===== config.mk =====
export PLATFORM = sky130hd
export DESIGN_NAME = regfile_alu_sequencer
export DESIGN_NICKNAME = d
export VERILOG_FILES = /design/src/rtl/regfile_alu_sequencer.sv
export SDC_FILE = /design/constraint.sdc
export NUM_CORES = 1
export LEC_CHECK = 0
export ABC_AREA = 1
export BUFFER_PORTS_ARGS = -buffer_cell sky130_fd_sc_hd__buf_2
export CAP_MARGIN = 20
export CORE_AREA = 2 2 62 64
export CTS_CLUSTER_DIAMETER = 120
export DETAILED_ROUTE_END_ITERATION = 16
export DIE_AREA = 0 0 64 66
export PLACE_DENSITY = 0.79
export SYNTH_ARGS = -nofsm -noshare
export SYNTH_HDL_FRONTEND = slang
export SYNTH_SLANG_ARGS = --single-unit

===== constraint.sdc =====
create_clock -name clk -period 6.1 [get_ports clk]
set_input_delay 0 -clock clk [delete_from_list [all_inputs] [get_ports clk]]
set_output_delay 0 -clock clk [all_outputs]
set_load 0.005 [all_outputs]

===== src/rtl/regfile_alu_sequencer.sv =====
// Instruction sequencer for a small register file: fetches two operands, runs one
// ALU op and writes the result back, one instruction in flight, fixed 4-cycle latency.
module regfile_alu_sequencer #(
  parameter int DATA_W = 4,
  parameter int ADDR_W = 2
) (
  input  logic                           clk,
  input  logic                           reset,
  input  logic                           instr_valid,
  output logic                           instr_ready,
  input  logic [3+3*ADDR_W+DATA_W-1:0]   instr,
  output logic [ADDR_W-1:0]              rf_rd1,
  output logic [ADDR_W-1:0]              rf_rd2,
  input  logic [DATA_W-1:0]              rf_data_out1,
  input  logic [DATA_W-1:0]              rf_data_out2,
  output logic [ADDR_W-1:0]              rf_wr,
  output logic                           rf_write_enable,
  output logic [DATA_W-1:0]              rf_data_in,
  output logic                           done,
  output logic [DATA_W-1:0]              result,
  output logic                           flag_z,
  output logic                           flag_c
);

  localparam int IW = 3 + 3*ADDR_W + DATA_W;
  localparam logic [2:0] OP_CMP = 3'b111;

  typedef enum logic [1:0] {IDLE, READ, EXEC, WRITE} state_t;

  state_t              state;
  logic                rdy_q;
  logic                done_q;
  logic                we_q;
  logic [2:0]          op_p0;
  logic [ADDR_W-1:0]   dst_p0;
  logic [DATA_W-1:0]   imm_p0;
  logic [DATA_W-1:0]   opa_p1;
  logic [DATA_W-1:0]   opb_p1;
  logic [DATA_W:0]     alu_p2;

  logic [2:0]          in_op;
  logic [ADDR_W-1:0]   in_dst;
  logic [ADDR_W-1:0]   in_src1;
  logic [ADDR_W-1:0]   in_src2;
  logic [DATA_W-1:0]   in_imm;

  assign in_op   = instr[IW-1 -: 3];
  assign in_dst  = instr[DATA_W+3*ADDR_W-1 -: ADDR_W];
  assign in_src1 = instr[DATA_W+2*ADDR_W-1 -: ADDR_W];
  assign in_src2 = instr[DATA_W+ADDR_W-1 -: ADDR_W];
  assign in_imm  = instr[DATA_W-1:0];

  // MSB of the returned value is carry for ADD and borrow for SUB/CMP, zero otherwise
  function automatic logic [DATA_W:0] alu(input logic [2:0] op,
                                          input logic [DATA_W-1:0] a,
                                          input logic [DATA_W-1:0] b,
                                          input logic [DATA_W-1:0] imm);
    logic [DATA_W:0] r;
    r = '0;
    case (op)
      3'b000:         r = {1'b0, a} + {1'b0, b};
      3'b001, 3'b111: r = {1'b0, a} - {1'b0, b};
      3'b010:         r = {1'b0, a & b};
      3'b011:         r = {1'b0, a | b};
      3'b100:         r = {1'b0, a ^ b};
      3'b101:         r = {1'b0, ~a};
      3'b110:         r = {1'b0, imm};
      default:        r = '0;
    endcase
    return r;
  endfunction

  assign alu_p2 = alu(op_p0, opa_p1, opb_p1, imm_p0);

  // Strobes are masked by reset so nothing escapes during the reset cycle itself
  assign instr_ready     = rdy_q & ~reset;
  assign rf_write_enable = we_q & ~reset;
  assign done            = done_q & ~reset;

  always_ff @(posedge clk) begin
    if (reset) begin
      state      <= IDLE;
      rdy_q      <= 1'b1;
      done_q     <= 1'b0;
      we_q       <= 1'b0;
      op_p0      <= '0;
      dst_p0     <= '0;
      imm_p0     <= '0;
      opa_p1     <= '0;
      opb_p1     <= '0;
      rf_rd1     <= '0;
      rf_rd2     <= '0;
      rf_wr      <= '0;
      rf_data_in <= '0;
      result     <= '0;
      flag_z     <= 1'b0;
      flag_c     <= 1'b0;
    end else begin
      case (state)
        // p0: latch the instruction and present read addresses for the READ cycle
        IDLE: begin
          if (instr_valid && rdy_q) begin
            op_p0  <= in_op;
            dst_p0 <= in_dst;
            imm_p0 <= in_imm;
            rf_rd1 <= in_src1;
            rf_rd2 <= in_src2;
            rdy_q  <= 1'b0;
            state  <= READ;
          end
        end
        // p1: capture operands before any write-back, so src==dst sees the old value
        READ: begin
          opa_p1 <= rf_data_out1;
          opb_p1 <= rf_data_out2;
          state  <= EXEC;
        end
        // p2: register ALU result into the write-back and status outputs
        EXEC: begin
          result     <= alu_p2[DATA_W-1:0];
          flag_z     <= (alu_p2[DATA_W-1:0] == '0);
          flag_c     <= alu_p2[DATA_W];
          rf_wr      <= dst_p0;
          rf_data_in <= alu_p2[DATA_W-1:0];
          we_q       <= (op_p0 != OP_CMP);
          done_q     <= 1'b1;
          state      <= WRITE;
        end
        WRITE: begin
          we_q   <= 1'b0;
          done_q <= 1'b0;
          rdy_q  <= 1'b1;
          state  <= IDLE;
        end
        default: state <= IDLE;
      endcase
    end
  end

endmodule

======== Word level (Yosys, flattened, before mapping) ========
Index checks and enable logic that the tools add are counted.
storage, ports and cells
  input bits .............................. 24
  output and inout bits ................... 19
  register bits after elaboration ......... 34
  word-level logic and storage cells ...... 53
cells by class
  mux-type cells .......................... 7
  add/subtract/negate cells ............... 2
  reductions and logical operators ........ 9
  equality and inequality tests ........... 12
  bitwise operators ....................... 8
operators with widths
  operator              number
  $pmux W5 S7           1
  $eq A3 B3 Y1 const B  4
  $pmux W2 S4           1
  $eq A3 B2 Y1 const B  2
  $pmux W1 S2           3
  $add A4 B4 Y5         1
  $sub A4 B4 Y5         1
  $and A4 B4 Y4         1
  $eq A2 B2 Y1 const B  2
  $logic_not A4 Y1      1
  $not A4 Y4            1
  $or A4 B4 Y4          1
  $reduce_and A2 Y1     2
  $reduce_bool A2 Y1    2
  $xor A4 B4 Y4         1
  $and A1 B1 Y1         3
  $eq A3 B1 Y1 const B  1
  $logic_not A3 Y1      1
  $ne A3 B3 Y1 const B  1
  $eq A2 B1 Y1 const B  1
  $logic_not A2 Y1      1
  $mux W2               1
  $ne A2 B2 Y1 const B  1
  $reduce_or A2 Y1      1
  3 further kinds       3

======== Logic depth before layout (Yosys ltp) ========
  depth after elaboration ................. 4
  mapped depth ............................ 17

======== Worst setup path before layout ========
No wires, ideal clock.
  path type ............................... reg2reg
  start ................................... register op_p0[2]
  end ..................................... register flag_c
  buffers on the path ..................... 0
  cell stages (with the launch flop) ...... 14
  data arrival time ....................... 1,882 ps
  period minus slack after synthesis ...... 2,014 ps
  setup time .............................. 132 ps
  setup slack ............................. 4,086 ps
  required time ........................... 5,968 ps
  cells stage by stage .................... dfxtp_1 inv_2 nand2_1 nand2_2 nand2_1 inv_1 a31oi_1 xor2_1 ha_1 a21oi_1 o21ai_0 xor2_1 nand3_1 a21oi_2
between the ends
  cells in the longest elaborated chain, start to end .. 3
  elaborated cells on any way between the ends .. 10
  classes of those cells .................. 7 x eq/ne; 1 x mux; 2 x reduce/logical
ends and longest elaborated chain
  element                                       line  text
  start, declared                               34    logic [2:0] op_p0;
  start signal, assigned                        103   op_p0 <= in_op;
  $eq A3 B1 Y1 or $eq A3 B3 Y1 (tied branches)  60    case (op)
  $reduce_or A2 Y1                              60
  $pmux W5 S7 (*)                               60
  end signal, assigned                          122   flag_c <= alu_p2[DATA_W];
  end, declared                                 22    output logic flag_c
Mark *: on every way between the ends. The rest lies on a longest branch, timed or not.
A chain may end at the register's enable or synchronous reset.

======== Final worst setup path ========
Ends and elaborated chain as after synthesis.

==> flow_metrics.tcl <==
set metrics [dict create \
    status "finished clean" \
    clock_sinks 34 \
    synth_top_area_share_pct 35.9 \
    drv_slew 0 \
    synth_async_sr_flop_share_pct 0 \
    cts_tree "done" \
    path_cells "inv_2, nand2_1, nand2_2, nand2_1, inv_1, a31oi_1, xor2_1, ha_1, a21oi_1, o21ai_0, xor2_1, nand3_1, a21oi_2" \
    setup_tns_ns 0 \
    place_ws_ns 3.59 \
    fin_nets 355 \
    grt_max_degree 28 \
    cp_slowest_cell "dfxtp_1" \
    grt_pass1_wl_mm 7.38 \
    start_util_pct 53.5 \
    cp_max_fo 12 \
    cp-start-kind "flop" \
    fp.dieH_um 66 \
    irDropWorstVdd_mv 0.268 \
    timing.rr.start "op_p0[2]$_SDFFE_PP0P_" \
    syn_nets 296 \
    core_sq_um 3550 \
    dp.cells 330 \
    path_delay_family "flip-flops" \
    finalWorstSetupSlack_ns 3.50 \
    hold_start "imm_p0[0]$_SDFFE_PP0P_" \
    required_ns 6.39 \
    cts_max_level 2 \
    synth.largest_area_cell "dfxtp_1" \
    yosysWarningCount 0 \
    area_delta_synth_final_pct 25.5 \
    syn_inst 253 \
    drc_errors 0 \
    reg2reg_depth 13 \
    ys.flop_type "dfxtp_1" \
    place_hpwl_mm 2.96 \
    min_path_type "flop to flop" \
    rows 22 \
    ys_seq_area_share_pct 35.9 \
    fin_area_sq_um 2380 \
    grt_usage_pct 22.9 \
    gp_congestion 0.870 \
    drive_gt1_share_pct 18.8 \
    finalClockSkew_ns 0.00550 \
    portBuffers 42 \
    clock_latency_ns 0.34 \
    max_freq_ghz 0.385 \
    via_count 1802 \
    drt-initial-drc-count 81 \
    synth_edf_count 0 \
    hold_viol 0 \
    setup.worst_path.end_class "flop" \
    post_cts_buffers 0 \
    wl_per_cell_um 12.2 \
    synth_commonest_cells "inv_1, dfxtp_1, o21ai_0, a21oi_1, nand2_1" \
    vias_per_cell 4.99 \
    floorplan.io_pins 43 \
    cts_resized 0 \
    path_buf_inv 2 \
    rsz0062_at_grt "false" \
    power.density_nw_per_um2 479 \
    setup_viol 0 \
    synth-seq-cells 34 \
    grt_pass1_vias 1605 \
    period_minus_slack_ns 2.60 \
    antenna_found_initial 0 \
    crit_arrival_ns 2.89 \
    reg2reg_to "flag_c$_SDFFE_PP0P_" \
    path_clk_slew_ns 0.11 \
    worstMarginPinSlew_ns 0.825 \
    numCtsBuffers 5 \
    die_w_um 64 \
    placed_area_sq_um 2090 \
    path_class "flop to flop" \
    startpoint "op_p0[2]$_SDFFE_PP0P_" \
    r2r_slack_ns 3.50 \
    grt-ovfl-total 0 \
    cts.path.max_buffers 2 \
    cts_root_buffer "clkbuf_4" \
    drtAntennaViolNets 0 \
    dr.pass1.iters 4 \
    slew_headroom_pct 44.8 \
    worstHoldPathCells 2 \
    wirelength_mm 4.41 \
    avgSynthCellArea_sq_um 7.50 \
    synthDistinctLibCells 28 \
    hold_end "imm_p0[0]$_SDFFE_PP0P_" \
    max-cap-violations 0 \
    yosys-top-cells-area "dfxtp_1, ha_1, o21ai_0" \
    synth_most_common_cell "inv_1" \
    netlist_area_sq_um 1900 \
    p_leak_nw 1.14 \
    die_area_sq_um 4220 \
    post-route-period-util_pct 42.6 \
    max_stage_delay_ns 0.63 \
    final_cell_count_no_fill 361 \
    n_antenna_cell 0 \
]
-- cell type report --
| class | count | area, sq um |
|---|---|---|
| repair buffers | 65 | 440 |
| clock buffers | 6 | 51.3 |
| fillers | 309 | 1170 |
| flip-flops and latches | 34 | 681 |
| clock inverters | 2 | 12.5 |
| well taps | 48 | 60.1 |
| multi-input cells | 164 | 980 |
| inverters | 42 | 158 |
-- worst max-delay path by stage --
stage / endpoint / slack (ns) / cells past startpoint
after floorplan: flag_c$_SDFFE_PP0P_ / 4.09 / 13
after global placement: flag_c$_SDFFE_PP0P_ / 3.62 / 13
after detailed placement: flag_c$_SDFFE_PP0P_ / 3.59 / 13
after CTS: flag_c$_SDFFE_PP0P_ / 3.56 / 13
after global routing: flag_c$_SDFFE_PP0P_ / 3.21 / 13
final: flag_c$_SDFFE_PP0P_ / 3.50 / 13
-- cells in the final DEF, fill, tap and decap left out, drive strengths merged --
master       netlist  layout
a2111oi            1       1
xnor2              1       1
ha                18      18
fa                 1       1
nand2             28      28
clkbuf             6       6
xor2               3       3
dlygate4sd3        0      23
buf                7      42
a211oi             1       1
a21oi             31      31
a221o              1       1
a31oi              1       1
inv               41      41
clkinv             1       2
dfxtp             34      34
nor2              20      20
o21ai             34      34
nand3             17      17
clkinvlp           0       1
nand4              7       7
-- repair_timing --
action                     4_1_cts  5_1_grt
hold endpoints to repair        26        0
hold buffers                    23        0
setup endpoints to repair        0        0
-- metrics by stage --
step                      power, mW  hold slack, ns  utilization (%)
after global routing           1.26           0.463             67.1
after floorplan               0.852          0.0897                -
after CTS                      1.14           0.455             67.1
after global placement        0.977           0.276             58.8
final                          1.14           0.457             67.1
after detailed placement      0.988           0.288             58.8
-- cells by family after synthesis --
family | Yosys count | share of synthesized area, %
buffers and inverters | 55 | 12.5
XOR/XNOR | 4 | 1.85
flip-flops | 34 | 35.9
AO/OA/AOI/OAI | 69 | 19.2
AND/OR/NAND/NOR | 72 | 17.6
adder cells (fa/ha/maj) | 19 | 12.9
-- per-layer routing --
layer	share of wire [%]	GRT usage, %
met4	1.4	8.97
met5	0	0
met1	45	28.3
met3	5.5	6.30
met2	48	37.6
-- state kept, by name, indices dropped and copies added, names as in the netlist, 2 cells and up --
name / cells
state: 2
opa_p1: 4
imm_p0: 4
rf_rd2: 2
opb_p1: 4
op_p0: 3
rf_wr: 2
rf_rd1: 2
result: 4
dst_p0: 2
-- power breakdown --
part	total [mW]	switching, mW	leakage (nW)	internal [mW]
Combinational	0.626	0.375	0.830	0.251
Clock	0.137	0.0814	0.0343	0.0554
Sequential	0.377	0.0696	0.280	0.308
Total	1.14	0.526	1.14	0.614
-- worst min-delay path: cells and delay by family (launching register included) --
family	cells	cell delay, ns
flip-flops	1	0.32
AO/OA/AOI/OAI	1	0.05
buffers and inverters	1	0.05
Power figures use the tool's default switching activity.
